===== config.mk =====
export PLATFORM = sky130hd
export DESIGN_NAME = cas_fsk_player
export DESIGN_NICKNAME = d
export VERILOG_FILES = /design/src/rtl/cas_pkg.sv /design/src/rtl/fsk_half_timer.sv /design/src/rtl/cas_fsk_player.sv
export SDC_FILE = /design/constraint.sdc
export NUM_CORES = 1
export LEC_CHECK = 0
export BUFFER_PORTS_ARGS = -buffer_cell sky130_fd_sc_hd__buf_2
export CAP_MARGIN = 15
export CORE_ASPECT_RATIO = 0.7
export CORE_UTILIZATION = 40
export CTS_BUF_LIST = sky130_fd_sc_hd__clkbuf_4
export DETAILED_ROUTE_END_ITERATION = 10
export PLACE_DENSITY = 0.63
export SYNTH_ARGS = -nofsm -noshare
export SYNTH_HDL_FRONTEND = slang
export SYNTH_HIERARCHICAL = 1
export SYNTH_SLANG_ARGS = --single-unit

===== constraint.sdc =====
create_clock -name clk -period 7.25 [get_ports clk]
set_input_delay 1.0875 -clock clk [delete_from_list [all_inputs] [get_ports clk]]
set_output_delay 1.0875 -clock clk [all_outputs]
set_load 0.02 [all_outputs]

===== src/rtl/cas_pkg.sv =====
// Shared types and constants for the cassette FSK playback block.
package cas_pkg;

  typedef enum logic [2:0] {
    IDLE,
    FETCH,
    LATCH,
    HI,
    LO,
    DONE
  } cas_state_t;

  // Default half-cycle lengths at 57.272 MHz: 1200 Hz for a 0 bit, 2400 Hz for a 1 bit.
  localparam int DEF_HALF_0 = 23863;
  localparam int DEF_HALF_1 = 11932;

  // Coinciding events, listed in decreasing priority.
  typedef enum logic [1:0] {
    EV_LOAD,
    EV_REWIND,
    EV_FREEZE,
    EV_ADVANCE
  } cas_event_t;

  function automatic int cnt_width(input int h0, input int h1);
    int m;
    m = (h0 > h1) ? h0 : h1;
    return $clog2(m + 1);
  endfunction

endpackage


===== src/rtl/fsk_half_timer.sv =====
// Half-cycle down-counter: pulses half_done on the last cycle of a half period.
module fsk_half_timer #(
  parameter int CNT_W = 16
) (
  input  logic             clk,
  input  logic             reset,
  input  logic             start,
  input  logic             run,
  input  logic [CNT_W-1:0] half,
  output logic             half_done
);

  logic [CNT_W-1:0] cnt_reg;

  // The count simply holds while run is low, which is what freezes playback.
  always_ff @(posedge clk or negedge reset) begin
    if (!reset) begin
      cnt_reg <= '0;
    end else if (start) begin
      cnt_reg <= half - CNT_W'(1);
    end else if (run && (cnt_reg != '0)) begin
      cnt_reg <= cnt_reg - CNT_W'(1);
    end
  end

  assign half_done = run && (cnt_reg == '0);

endmodule


===== src/rtl/cas_fsk_player.sv =====
// Plays a downloaded .cas image out of byte RAM as a 1200/2400 Hz FSK square wave.
module cas_fsk_player
  import cas_pkg::*;
#(
  parameter int ADDR_W = 16,
  parameter int HALF_0 = DEF_HALF_0,
  parameter int HALF_1 = DEF_HALF_1
) (
  input  logic              clk,
  input  logic              reset,
  input  logic              load,
  input  logic              load_wr,
  input  logic [ADDR_W-1:0] load_addr,
  input  logic              motor,
  input  logic              rewind,
  output logic              rd_en,
  output logic [ADDR_W-1:0] rd_addr,
  input  logic [7:0]        rd_data,
  output logic              casdout,
  output logic              playing,
  output logic              eof,
  output logic [ADDR_W-1:0] pos
);

  localparam int CNT_W = cnt_width(HALF_0, HALF_1);

  cas_state_t state_reg, state_next;
  cas_event_t evt;

  logic              load_q_reg;
  logic              load_rise;
  logic [ADDR_W:0]   len_reg, len_base, wr_end, pos_inc;
  logic [ADDR_W-1:0] pos_reg;
  logic [7:0]        shreg_reg, hold_reg;
  logic [2:0]        bit_idx_reg;
  logic              pf_pending_reg, pf_capture_reg;
  logic              tmr_start, tmr_run, half_done;
  logic [CNT_W-1:0]  tmr_half;
  logic              do_latch, do_bit, do_byte, do_pf;

  function automatic logic [CNT_W-1:0] half_of(input logic b);
    return b ? CNT_W'(HALF_1) : CNT_W'(HALF_0);
  endfunction

  assign load_rise = load && !load_q_reg;
  assign pos_inc   = {1'b0, pos_reg} + {{ADDR_W{1'b0}}, 1'b1};
  // ADDR_W+1 bits: the largest address yields exactly 2^ADDR_W, so no extra clamp is needed.
  assign wr_end    = {1'b0, load_addr} + {{ADDR_W{1'b0}}, 1'b1};
  assign len_base  = load_rise ? '0 : len_reg;

  always_comb begin
    if (load)        evt = EV_LOAD;
    else if (rewind) evt = EV_REWIND;
    else if (!motor) evt = EV_FREEZE;
    else             evt = EV_ADVANCE;
  end

  assign tmr_run = (evt == EV_ADVANCE) && ((state_reg == HI) || (state_reg == LO));

  fsk_half_timer #(
    .CNT_W(CNT_W)
  ) u_timer (
    .clk       (clk),
    .reset     (reset),
    .start     (tmr_start),
    .run       (tmr_run),
    .half      (tmr_half),
    .half_done (half_done)
  );

  always_ff @(posedge clk or negedge reset) begin
    if (!reset) state_reg <= IDLE;
    else        state_reg <= state_next;
  end

  always_comb begin
    state_next = state_reg;
    tmr_start  = 1'b0;
    tmr_half   = half_of(shreg_reg[0]);
    do_latch   = 1'b0;
    do_bit     = 1'b0;
    do_byte    = 1'b0;
    do_pf      = 1'b0;
    if ((evt == EV_LOAD) || (evt == EV_REWIND)) begin
      state_next = IDLE;
    end else begin
      case (state_reg)
        IDLE: begin
          if ({1'b0, pos_reg} >= len_reg) state_next = DONE;
          else if (evt == EV_ADVANCE)     state_next = FETCH;
        end
        FETCH: state_next = LATCH;
        LATCH: begin
          do_latch   = 1'b1;
          tmr_start  = 1'b1;
          tmr_half   = half_of(rd_data[0]);
          state_next = HI;
        end
        HI: begin
          if (half_done) begin
            tmr_start  = 1'b1;
            state_next = LO;
          end
        end
        LO: begin
          if (half_done) begin
            if (bit_idx_reg != 3'd7) begin
              do_bit     = 1'b1;
              tmr_start  = 1'b1;
              tmr_half   = half_of(shreg_reg[1]);
              state_next = HI;
              // Entering bit 7: fetch the next byte now so it is ready with no gap.
              do_pf      = (bit_idx_reg == 3'd6) && (pos_inc < len_reg);
            end else if (pos_inc == len_reg) begin
              state_next = DONE;
            end else begin
              do_byte    = 1'b1;
              tmr_start  = 1'b1;
              tmr_half   = half_of(hold_reg[0]);
              state_next = HI;
            end
          end
        end
        default: ;
      endcase
    end
  end

  always_ff @(posedge clk or negedge reset) begin
    if (!reset) begin
      load_q_reg     <= 1'b0;
      len_reg        <= '0;
      pos_reg        <= '0;
      shreg_reg      <= '0;
      hold_reg       <= '0;
      bit_idx_reg    <= '0;
      pf_pending_reg <= 1'b0;
      pf_capture_reg <= 1'b0;
    end else begin
      load_q_reg     <= load;
      pf_pending_reg <= do_pf;
      pf_capture_reg <= pf_pending_reg;
      if (pf_capture_reg) hold_reg <= rd_data;
      if (load_wr && (wr_end > len_base)) len_reg <= wr_end;
      else                                len_reg <= len_base;
      if (load_rise || rewind) begin
        pos_reg        <= '0;
        pf_pending_reg <= 1'b0;
        pf_capture_reg <= 1'b0;
      end else begin
        if (do_latch) begin
          shreg_reg   <= rd_data;
          bit_idx_reg <= 3'd0;
        end
        if (do_bit) begin
          shreg_reg   <= shreg_reg >> 1;
          bit_idx_reg <= bit_idx_reg + 3'd1;
        end
        if (do_byte) begin
          shreg_reg   <= hold_reg;
          bit_idx_reg <= 3'd0;
          pos_reg     <= pos_inc[ADDR_W-1:0];
        end
      end
    end
  end

  assign rd_en   = !load && ((state_reg == FETCH) || pf_pending_reg);
  assign rd_addr = pf_pending_reg ? pos_inc[ADDR_W-1:0] : pos_reg;
  assign casdout = (state_reg == HI);
  assign playing = motor && ((state_reg == HI) || (state_reg == LO));
  assign eof     = (state_reg == DONE);
  assign pos     = pos_reg;

endmodule


==> flow_summary_export.csv, run 1 <==
group,metric,value,unit
timing,fin_worst_skew,0.01580,ns
timing,tightest_slew,1.109,ns
global_routing,grt_pass1_vias,4614,
timing,maxSlewHeadroom,25.87,%
place,dp.final_hpwl,10760,um
power,p_leak,3.119,nW
routing,remaining_drc_errors,0,
critical_path,slowest_stage,"or4_2",
synthesis,synth_cell_types,72,
timing,max_clock_freq,184.1,MHz
synthesis,synth_cells,695,
clock_tree,cts_resized,0,
routing,drtAntennaViolNets,0,
critical_path,cp_num_cells,18,
critical_path,reg2reg_slack,1.82,ns
critical_path,endpoint,"u_timer/cnt_reg[6]$_DFFE_PN0P_",
run_status,status,"finished, final reports clean",
critical_path,critPathMostFrequentCell,"ha_1",
clock_tree,cts_tree,"yes",
clock_tree,cts_root_buffer,"clkbuf_4",
synthesis,ys_seq_elements,73,
global_routing,grt_util_all_layers,19.71,%
critical_path,worst-path-buf-inv,1,
layout,stdcell_count,961,
min_path,hp-class,"register to register",
clock_tree,postCtsHoldBufs,0,
die,die-area,15550,sq um
die,core_region_area,14680,sq um
critical_path,r2r_cells,18,
routing,first_pass_iters,5,
clock_tree,cts_buffers,9,
power,power,1.237,mW
routing,drt-total-wl,14390,um
synthesis,ys_seq_area_share,30.34,%
clock_tree,cts_setup_buffers,0,
critical_path,crit_path_end_kind,"register",
clock_tree,cts.sinks,73,
timing,hold_violations,0,
place,place_inst,944,
layout,largest_register_ffs,17,
run,max-cap-violations,0,
place,portBuffers,65,
critical_path,crit_path_start_kind,"register",
timing,setup_viol,0,
global_routing,grt_first_pass_wirelength,24510,um
timing,finalCritPeriodShare,74.93,%
layout,syn_to_final_growth,10.76,%
clock_tree,insertion_delay,0.44,ns
critical_path,worstPathCellList,"ha_1, nand3_1, nor2_1, and3_1, nand3_1, xnor2_1, ha_1, nand4_1, nor4_2, nand2_1, a21boi_1, o31ai_2, buf_4, mux2i_1, ha_1, o221ai_1, or4_2, o211ai_1",
layout,fin_area,6669,sq um
synthesis,ys_async_sr_fraction,100.0,%
layout,fin_nets,846,
synthesis,avgSynthCellArea,8.663,sq um
synthesis,syn-cell-area,6021,sq um
critical_path,r2r-end,"u_timer/cnt_reg[6]$_DFFE_PN0P_",
routing,drt-initial-drc-count,322,
global_routing,grt_start_max_net_pins,74,
timing,rsz0062_at_grt,"false",
critical_path,r2r_start,"pos[0]$_DFFE_PN0P_",
critical_path,critical-path-max-stage-delay,0.69,ns
routing,via_per_inst,5.220,
timing,drv_slew,0,
critical_path,path_class,"register to register",
power,powerDensity,185.4,nW/um^2
clock_tree,cts_htree_levels,3,
place,place_area,6528,sq um
die,die_h,104.6,um
critical_path,critPathTopFamily,"simple AND/OR/NAND/NOR gates",
place,place.gp.congestion,0.8336,
critical_path,critical_path.max_fanout,14,
die,rows,37,
die,io_pins,66,
synthesis,ys.flop_type,"dfrtp_1",
routing,drt-wirelength-per-cell,14.98,um
global_routing,antenna_found_initial,1,
global_routing,grt_overflow_total,0,
routing,vias,5016,
critical_path,crit_arrival,5.81,ns
timing,period_minus_slack,5.432,ns
timing,finalSetupTns,0,ns
die,die_w,148.6,um
clock_tree,clk_pin_slew_worst_paths,0.14,ns
clock_tree,clock_path_buffers,2,
synthesis,yosys_warnings,6,
die,initial_core_util,41.03,%
critical_path,worstPathRequired,7.62,ns
critical_path,cp-startpoint,"pos[0]$_DFFE_PN0P_",
synthesis,synth_edf_count,0,
layout,drive_gt1_share,15.42,%
power,ir_drop,63.15,uV
==> cells in the final DEF (no fill, tap or decap), drive strengths merged, types with 10 or more instances in the layout <==
cell,count
conb,19
inv,46
nor4,13
ha,56
buf,68
nand4,14
o21ai,45
nor3,20
dfrtp,73
xor2,18
nand3,24
mux2,10
nand2,72
nor2b,13
mux2i,34
nor2,49
xnor2,51
a21oi,33
==> cell families after synthesis <==
family                   Yosys count  synth area share (%)
AND/OR/NAND/NOR                  245                 21.03
adder cells (fa/ha/maj)           56                 11.64
AO/OA/AOI/OAI                    128                 13.74
other                              2                0.1247
flip-flops                        73                 30.34
multiplexers                      44                 7.523
buffers and inverters             78                 5.570
XOR/XNOR                          69                 10.04
==> cell usage after synthesis (4+ instances only) <==
cell type / instances / area [sq um]
nand2b_1: 4 / 25.02
a21oi_1: 32 / 160.2
mux2i_1: 34 / 340.3
a211oi_1: 7 / 52.55
nand2_1: 71 / 266.5
buf_2: 13 / 65.06
nor3b_1: 4 / 30.03
buf_4: 5 / 37.54
dfrtp_1: 73 / 1827
and2_1: 5 / 31.28
clkbuf_1: 10 / 37.54
nor2b_1: 13 / 81.33
xor2_1: 18 / 157.7
o31ai_1: 6 / 45.04
mux2_2: 10 / 112.6
nor4_1: 12 / 75.07
and3_1: 4 / 25.02
nor2_1: 49 / 183.9
nor3_1: 18 / 90.09
o21ai_0: 16 / 80.08
o21ai_1: 29 / 145.1
ha_1: 56 / 700.7
xnor2_1: 51 / 446.7
a21o_1: 4 / 30.03
or3_1: 4 / 25.02
nand3_1: 22 / 110.1
inv_1: 46 / 172.7
nand4_1: 14 / 87.58
==> worst reg2reg max path, cell delays in order, from the launching register on <==
cell and delay [ns]:
dfrtp_1 0.54, ha_1 0.34, nand3_1 0.19, nor2_1 0.37
and3_1 0.37, nand3_1 0.18, xnor2_1 0.17, ha_1 0.30
nand4_1 0.17, nor4_2 0.43, nand2_1 0.10, a21boi_1 0.28
o31ai_2 0.10, buf_4 0.21, mux2i_1 0.16, ha_1 0.24
o221ai_1 0.44, or4_2 0.69, o211ai_1 0.10
==> layout make-up <==
type	instances	area, sq um
fillers	1437	8006
multi-input cells	561	3930
flip-flops and latches	73	1827
repair buffers	68	350.3
well taps	195	244.0
inverters	47	176.4
clock inverters	7	71.32
clock buffers	9	67.56
diodes	1	2.502
==> routing by layer <==
metal / global-route usage (%) / share of wire [%]
met3: 3.930 / 5.8
met4: 4.418 / 0.95
met5: 0 / 0
met1: 31.24 / 54
met2: 26.57 / 40
==> stage by stage <==
stage	worst slack, ns	hold WS, ns	util, %
6_report	1.818	0.5006	45.44
5_1_grt	1.162	0.5364	45.44
4_1_cts	1.818	0.5043	45.43
3_5_place_dp	1.844	0.4723	44.48
3_3_place_gp	2.074	0.4641	44.48
2_1_floorplan	1.977	0.4517	-
==> worst min-delay path by stage <==
stage	startpoint	endpoint	depth (start not counted)	slack (ns)
floorplan	hold_reg[1]$_DFFE_PN0P_	shreg_reg[1]$_DFFE_PN0P_	2	0.45
global route	hold_reg[5]$_DFFE_PN0P_	shreg_reg[5]$_DFFE_PN0P_	2	0.54
CTS	hold_reg[6]$_DFFE_PN0P_	shreg_reg[6]$_DFFE_PN0P_	2	0.50
global placement	hold_reg[7]$_DFFE_PN0P_	shreg_reg[7]$_DFFE_PN0P_	2	0.46
detailed placement	hold_reg[6]$_DFFE_PN0P_	shreg_reg[6]$_DFFE_PN0P_	2	0.47
finish	hold_reg[4]$_DFFE_PN0P_	shreg_reg[4]$_DFFE_PN0P_	2	0.50
==> power breakdown <==
part           internal (mW)  leakage [nW]  total (mW)  switching (mW)
sequential             0.473         0.963       0.536          0.0623
clock                  0.104        0.0679       0.267           0.163
combinational          0.182          2.09       0.434           0.252
total                  0.759          3.12        1.24           0.478
No activity file was read; power rests on OpenSTA's default activity.
==> run 2, diff against run 1 <==
ABC_AREA = 1   (was default)
clock period = 5 ns   (was 7.25 ns; I/O delays follow)
==> run 2 against run 1 <==
Net effect:
- the run now ends with design-rule violations left
- clock power increased by 57%
- utilization decreased by 0.69 points
- combinational power increased by 92%
- clock-buffer cell count unchanged
- non-clock buffer count decreased by 1
- flip-flop and latch count unchanged
- sequential power increased by 39%
==> flow_summary_export.csv, run 2 <==
group,metric,value,unit
run_status,status,"finished, violations left",
run_status,violations,"design-rule violations",
synthesis,synthTopCellsByCount,"nand2_1, inv_1, dfrtp_1, nor2_1, ha_1",
critical_path,r2r_start,"pos[0]$_DFFE_PN0P_",
clock_tree,cts_htree_levels,3,
run,max-cap-violations,0,
routing,remaining_drc_errors,12,
clock_tree,cts.sinks,73,
place,pre_cts_slack,0.7681,ns
critical_path,crit_path_end_kind,"register",
clock_tree,cts_setup_buffers,0,
timing,setup_viol,0,
synthesis,synth_cells,877,
synthesis,syn-cell-area,6337,sq um
power,power,2.001,mW
timing,rsz0062_at_grt,"false",
power,ir_drop,112.6,uV
timing,max_clock_freq,230.1,MHz
timing,fin_worst_skew,0.02473,ns
die,core_region_area,15500,sq um
routing,vias,5604,
global_routing,antenna_found_initial,2,
synthesis,yosys_warnings,6,
timing,maxSlewHeadroom,38.24,%
routing,drt-initial-drc-count,469,
layout,layout_commonest_cell,"nand2_1",
timing,finalCritPeriodShare,86.94,%
die,die-area,16360,sq um
clock_tree,cts_resized,0,
die,initial_core_util,40.89,%
layout,largest_register_ffs,17,
layout,fin_nets,1026,
place,place.gp.congestion,0.8971,
layout,final_cell_mix,"nand2_1, inv_1, dfrtp_1, buf_2, nor2_1",
timing,period_minus_slack,4.347,ns
place,portBuffers,65,
synthesis,synth_cell_types,51,
timing,setup_ws,0.6531,ns
clock_tree,cts_buffers,9,
clock_tree,clk_pin_slew_worst_paths,0.13,ns
synthesis,synth.area.top_cells,"dfrtp_1, nand2_1, ha_1",
layout,nFillCells,1619,
power,p_leak,3.694,nW
critical_path,cp-startpoint,"pos[0]$_DFFE_PN0P_",
routing,drtAntennaViolNets,0,
critical_path,worst-path-buf-inv,4,
clock_tree,clock_path_buffers,2,
clock_tree,insertion_delay,0.46,ns
critical_path,crit_path_start_kind,"register",
critical_path,critical_path.max_fanout,28,
timing,drv_slew,0,
critical_path,path_class,"register to register",
clock_tree,cts_root_buffer,"clkbuf_4",
power,powerDensity,288.5,nW/um^2
critical_path,worstPathRequired,5.35,ns
die,io_pins,66,
critical_path,reg2reg_slack,0.65,ns
routing,drt-total-wl,15540,um
routing,via_per_inst,4.890,
clock_tree,cts_tree,"yes",
timing,tightest_slew,0.9264,ns
timing,finalSetupTns,0,ns
synthesis,ys_async_sr_fraction,100.0,%
synthesis,ys_seq_elements,73,
global_routing,grt_util_all_layers,20.22,%
critical_path,critical-path-max-stage-delay,0.49,ns
layout,syn_to_final_growth,9.457,%
critical_path,critPathTopFamily,"simple AND/OR/NAND/NOR gates",
global_routing,grt_overflow_total,0,
die,die_w,152.4,um
routing,first_pass_iters,10,
global_routing,grt_first_pass_wirelength,26100,um
synthesis,ys.flop_type,"dfrtp_1",
synthesis,synth_edf_count,0,
synthesis,synth.top_cell.area_share,28.83,%
global_routing,grt_pass1_vias,5135,
die,rows,38,
min_path,hp-class,"input port to asynchronous set/reset pin",
layout,drive_gt1_share,20.02,%
synthesis,synth_area_leader_cell,"dfrtp_1",
critical_path,crit_arrival,4.69,ns
routing,drt-wirelength-per-cell,13.56,um
timing,hold_violations,0,
timing,holdWs,0.4181,ns
synthesis,ys_seq_area_share,28.83,%
synthesis,avgSynthCellArea,7.226,sq um
synthesis,yosysMostFrequentCell,"nand2_1",
place,dp.final_hpwl,12330,um
critical_path,slowest_stage,"dfrtp_1",
clock_tree,postCtsHoldBufs,0,
die,die_h,107.3,um
global_routing,grt_start_max_net_pins,74,
[run 2: cell count changes after synthesis, sizes merged, moves of 6 or more]
cell and change:
clkbuf -6, a21oi -14, nand3 +34, o31ai -7, nor4 -10, nor2b -13, nand2 +206, xnor2 -48
buf -7, nor2 +29, mux2i -34, o21ai +23, inv +91
[run 2: kinds of logic (layout without fill, tap and decap cells)]
family                     count (synthesis)  in the layout  share of synthesized area [%]
AOI/OAI and AO/OA                        106            106                          10.01
xor gates and xnor gates                  26             26                          3.593
and+or+nand+nor                          451            451                          34.27
buffers and inverters                    155            219                          10.70
DFF                                       73             73                          28.83
muxes                                      8              8                          1.422
other                                      2              7                         0.1185
adders and majority gates                 56             56                          11.06
[run 2: area by class of cell]
class | count | area [sq um] | share of cell area [%]
clock buffer | 9 | 67.56 | 0.9740
inverter | 137 | 516.7 | 7.450
sequential | 73 | 1827 | 26.33
tap | 200 | 250.2 | 3.608
multi-input combinational | 652 | 3844 | 55.41
clock inverter | 6 | 83.83 | 1.209
timing repair buffer | 67 | 342.8 | 4.942
antenna | 2 | 5.005 | 0.07215
[run 2: where the power goes]
group          internal [mW]  total, mW  switching [mW]
Clock                  0.197      0.420           0.223
Combinational          0.299      0.835           0.536
Sequential             0.689      0.747          0.0579
[run 2: layer usage]
metal | vias up | share of wire (%) | GRT usage, %
met5 | - | 0 | 0
met4 | 0 | 1.5 | 5.844
li1 | 2924 | - | -
met1 | 2509 | 57 | 32.15
met2 | 154 | 36 | 26.60
met3 | 17 | 5.4 | 4.026
[run 2: final timing paths]
kind / cells after the start / to
max reg2reg: 27 / u_timer/cnt_reg[12]$_DFFE_PN0P_
min: 1 / pos[5]$_DFFE_PN0P_
max in group asynchronous: 1 / len_reg[13]$_DFF_PN0_
min in group clk: 1 / load_q_reg$_DFF_PN0_
max: 27 / u_timer/cnt_reg[12]$_DFFE_PN0P_
min reg2reg: 2 / shreg_reg[6]$_DFFE_PN0P_
[run 2: per-stage QoR]
stage          util [%]  instance area (sq um)  cells
6_report          44.75                   6937   1146
4_1_cts           44.72                   6932   1144
3_3_place_gp      43.74                   6780   1129
5_1_grt           44.74                   6934   1145
2_1_floorplan         -                   6349    880
3_5_place_dp      43.74                   6780   1129
==> run 3, diff against run 2 <==
CORE_UTILIZATION = 45   (was 40)
PLACE_DENSITY = 0.69   (was 0.63)
clock period = 4.25 ns   (was 5 ns; I/O delays follow)
==> run 3 against run 2 <==
Net effect:
- the flow now finishes without violations
- register-to-register slack got worse by 0.29 ns
- via count increased by 1.1%
- utilization increased by 7.7 points
- non-clock buffer count increased by 15
- combinational power increased by 21%
- cell count unchanged
- critical path depth decreased by 2
- worst hold slack got worse by 0.12 ns
- routed wire length about the same
- clock power increased by 4%
- largest cell class unchanged
==> flow_summary_export.csv, run 3 (synthesis gave the netlist of run 2 again) <==
group,metric,value,unit
run_status,status,"finished, final reports clean",
global_routing,grt_overflow_total,0,
die,die_w,143.8,um
timing,maxSlewHeadroom,36.88,%
layout,syn_to_final_growth,11.29,%
critical_path,crit_arrival,4.27,ns
die,die_h,101.3,um
place,dp.final_hpwl,12140,um
global_routing,grt_first_pass_wirelength,25820,um
clock_tree,clk_pin_slew_worst_paths,0.15,ns
timing,finalSetupTns,0,ns
critical_path,cp-startpoint,"pos[0]$_DFFE_PN0P_",
die,rows,35,
clock_tree,cts_htree_levels,3,
layout,stdcell_count,1146,
layout,multi_input_area,3885,sq um
clock_tree,postCtsHoldBufs,0,
critical_path,crit_path_end_kind,"register",
routing,via_per_inst,4.943,
power,powerDensity,329.8,nW/um^2
routing,first_pass_iters,5,
power,p_leak,3.761,nW
layout,final-seq-area,1828,sq um
timing,period_minus_slack,3.884,ns
timing,setup_viol,0,
critical_path,endpoint,"u_timer/cnt_reg[6]$_DFFE_PN0P_",
clock_tree,insertion_delay,0.46,ns
layout,fin_nets,1041,
timing,finalCritPeriodShare,91.38,%
critical_path,reg2reg_slack,0.37,ns
layout,final_cell_mix,"nand2_1, inv_1, dfrtp_1, buf_2",
routing,drt-wirelength-per-cell,13.55,um
critical_path,r2r-end,"u_timer/cnt_reg[6]$_DFFE_PN0P_",
power,ir_drop,149.7,uV
run,max-cap-violations,0,
place,portBuffers,65,
clock_tree,cts_root_buffer,"clkbuf_4",
clock_tree,clock_path_buffers,2,
routing,vias,5665,
global_routing,antenna_found_initial,1,
global_routing,grt_pass1_vias,5129,
clock_tree,cts_tree,"yes",
critical_path,crit_path_start_kind,"register",
timing,rsz0062_at_grt,"false",
timing,max_clock_freq,257.5,MHz
min_path,hp-class,"input port to asynchronous set/reset pin",
die,die-area,14570,sq um
die,core_region_area,13440,sq um
layout,nFillCells,1355,
routing,remaining_drc_errors,0,
layout,layout_commonest_cell,"nand2_1",
die,initial_core_util,47.14,%
critical_path,r2r_cells,25,
place,place.gp.congestion,0.9251,
timing,tightest_slew,0.9468,ns
clock_tree,cts.sinks,73,
clock_tree,cts_buffers,9,
timing,hold_violations,0,
routing,drt-total-wl,15530,um
critical_path,path_class,"register to register",
critical_path,critical_path.max_fanout,8,
routing,drtAntennaViolNets,0,
critical_path,worstPathRequired,4.64,ns
timing,fin_worst_skew,0.02396,ns
timing,holdWs,0.2983,ns
layout,largest_register_ffs,17,
critical_path,r2r_start,"pos[0]$_DFFE_PN0P_",
routing,drt-initial-drc-count,348,
global_routing,grt_start_max_net_pins,74,
layout,drive_gt1_share,22.40,%
place,place_inst,1124,
timing,drv_slew,0,
die,io_pins,66,
global_routing,grt_util_all_layers,22.91,%
[run 3: changes by cell type in the layout (fill, tap and decap cells not counted), moves of 2 or more]
| cell | delta |
|---|---|
| buf_4 | +15 |
| inv_6 | +3 |
| bufinv_16 | -2 |
| clkinv_1 | -2 |
| inv_2 | -2 |
| inv_4 | +2 |
| nor2_1 | -2 |
| nor2_4 | +2 |
[run 3: final cells by class]
| type | count | area share [%] |
|---|---|---|
| clock inverter | 7 | 0.8693 |
| tap | 185 | 3.282 |
| multi-input combinational | 652 | 55.08 |
| antenna | 1 | 0.03548 |
| clock buffer | 9 | 0.9580 |
| sequential | 73 | 25.92 |
| inverter | 137 | 7.398 |
| timing repair buffer | 82 | 6.457 |
[run 3: worst max-delay path, stage by stage, from the launching register on]
cell      delay [ns]
dfrtp_1         0.38
ha_1            0.19
nand2_1         0.09
nor2_4          0.18
nand2_2         0.10
nor3_4          0.26
xor2_2          0.23
inv_1           0.07
ha_1            0.29
nand2_1         0.06
nand3b_1        0.17
nor2_2          0.12
nand2_1         0.10
nand3_4         0.16
nand2_4         0.09
or2_1           0.25
nand2_4         0.12
inv_1           0.09
nand2_2         0.08
nand2_2         0.10
nor2_4          0.12
nand2_1         0.08
nor2_2          0.15
xor2_1          0.17
nand2_1         0.08
nand2_1         0.10
[run 3: how the worst min path moves through the flow]
stage	endpoint	slack, ns	cells past startpoint
floorplan	bit_idx_reg[0]$_DFFE_PN0P_	0.34	0
global placement	shreg_reg[6]$_DFFE_PN0P_	0.47	2
detailed placement	shreg_reg[5]$_DFFE_PN0P_	0.47	2
CTS	pos[5]$_DFFE_PN0P_	0.34	1
global route	load_q_reg$_DFF_PN0_	0.33	1
finish	pos[5]$_DFFE_PN0P_	0.30	1
[run 3: stage by stage]
step                      total power [mW]  area, sq um  util, %  worst slack [ns]
after floorplan                      1.661         6349        -            0.5323
after global placement               1.867         6837    50.85            0.2901
after detailed placement             1.878         6837    50.85            0.2342
after CTS                            2.322         6965    51.81            0.1601
after global routing                 2.530         7053    52.46          0.003902
final                                2.326         7053    52.46            0.3662
[run 3: power by group]
group	internal [mW]	switching [mW]	total, mW	leakage [nW]
registers	0.810	0.0718	0.882	0.965
logic	0.359	0.650	1.01	2.73
clock network	0.131	0.304	0.435	0.0655
[run 3: what timing repair did]
item	in CTS	in global routing
setup buffers	0	5
setup endpoints to repair	0	13
gates resized for setup	0	15
[run 3: routing by layer]
| metal | track usage, % | share of wire, % | wire, um |
|---|---|---|---|
| met1 | 36.88 | 55 | 8514 |
| met2 | 30.66 | 38 | 5890 |
| met3 | 4.303 | 6.5 | 1003 |
| met4 | 4.992 | 0.75 | 116 |
| met5 | 0 | 0 | 0 |
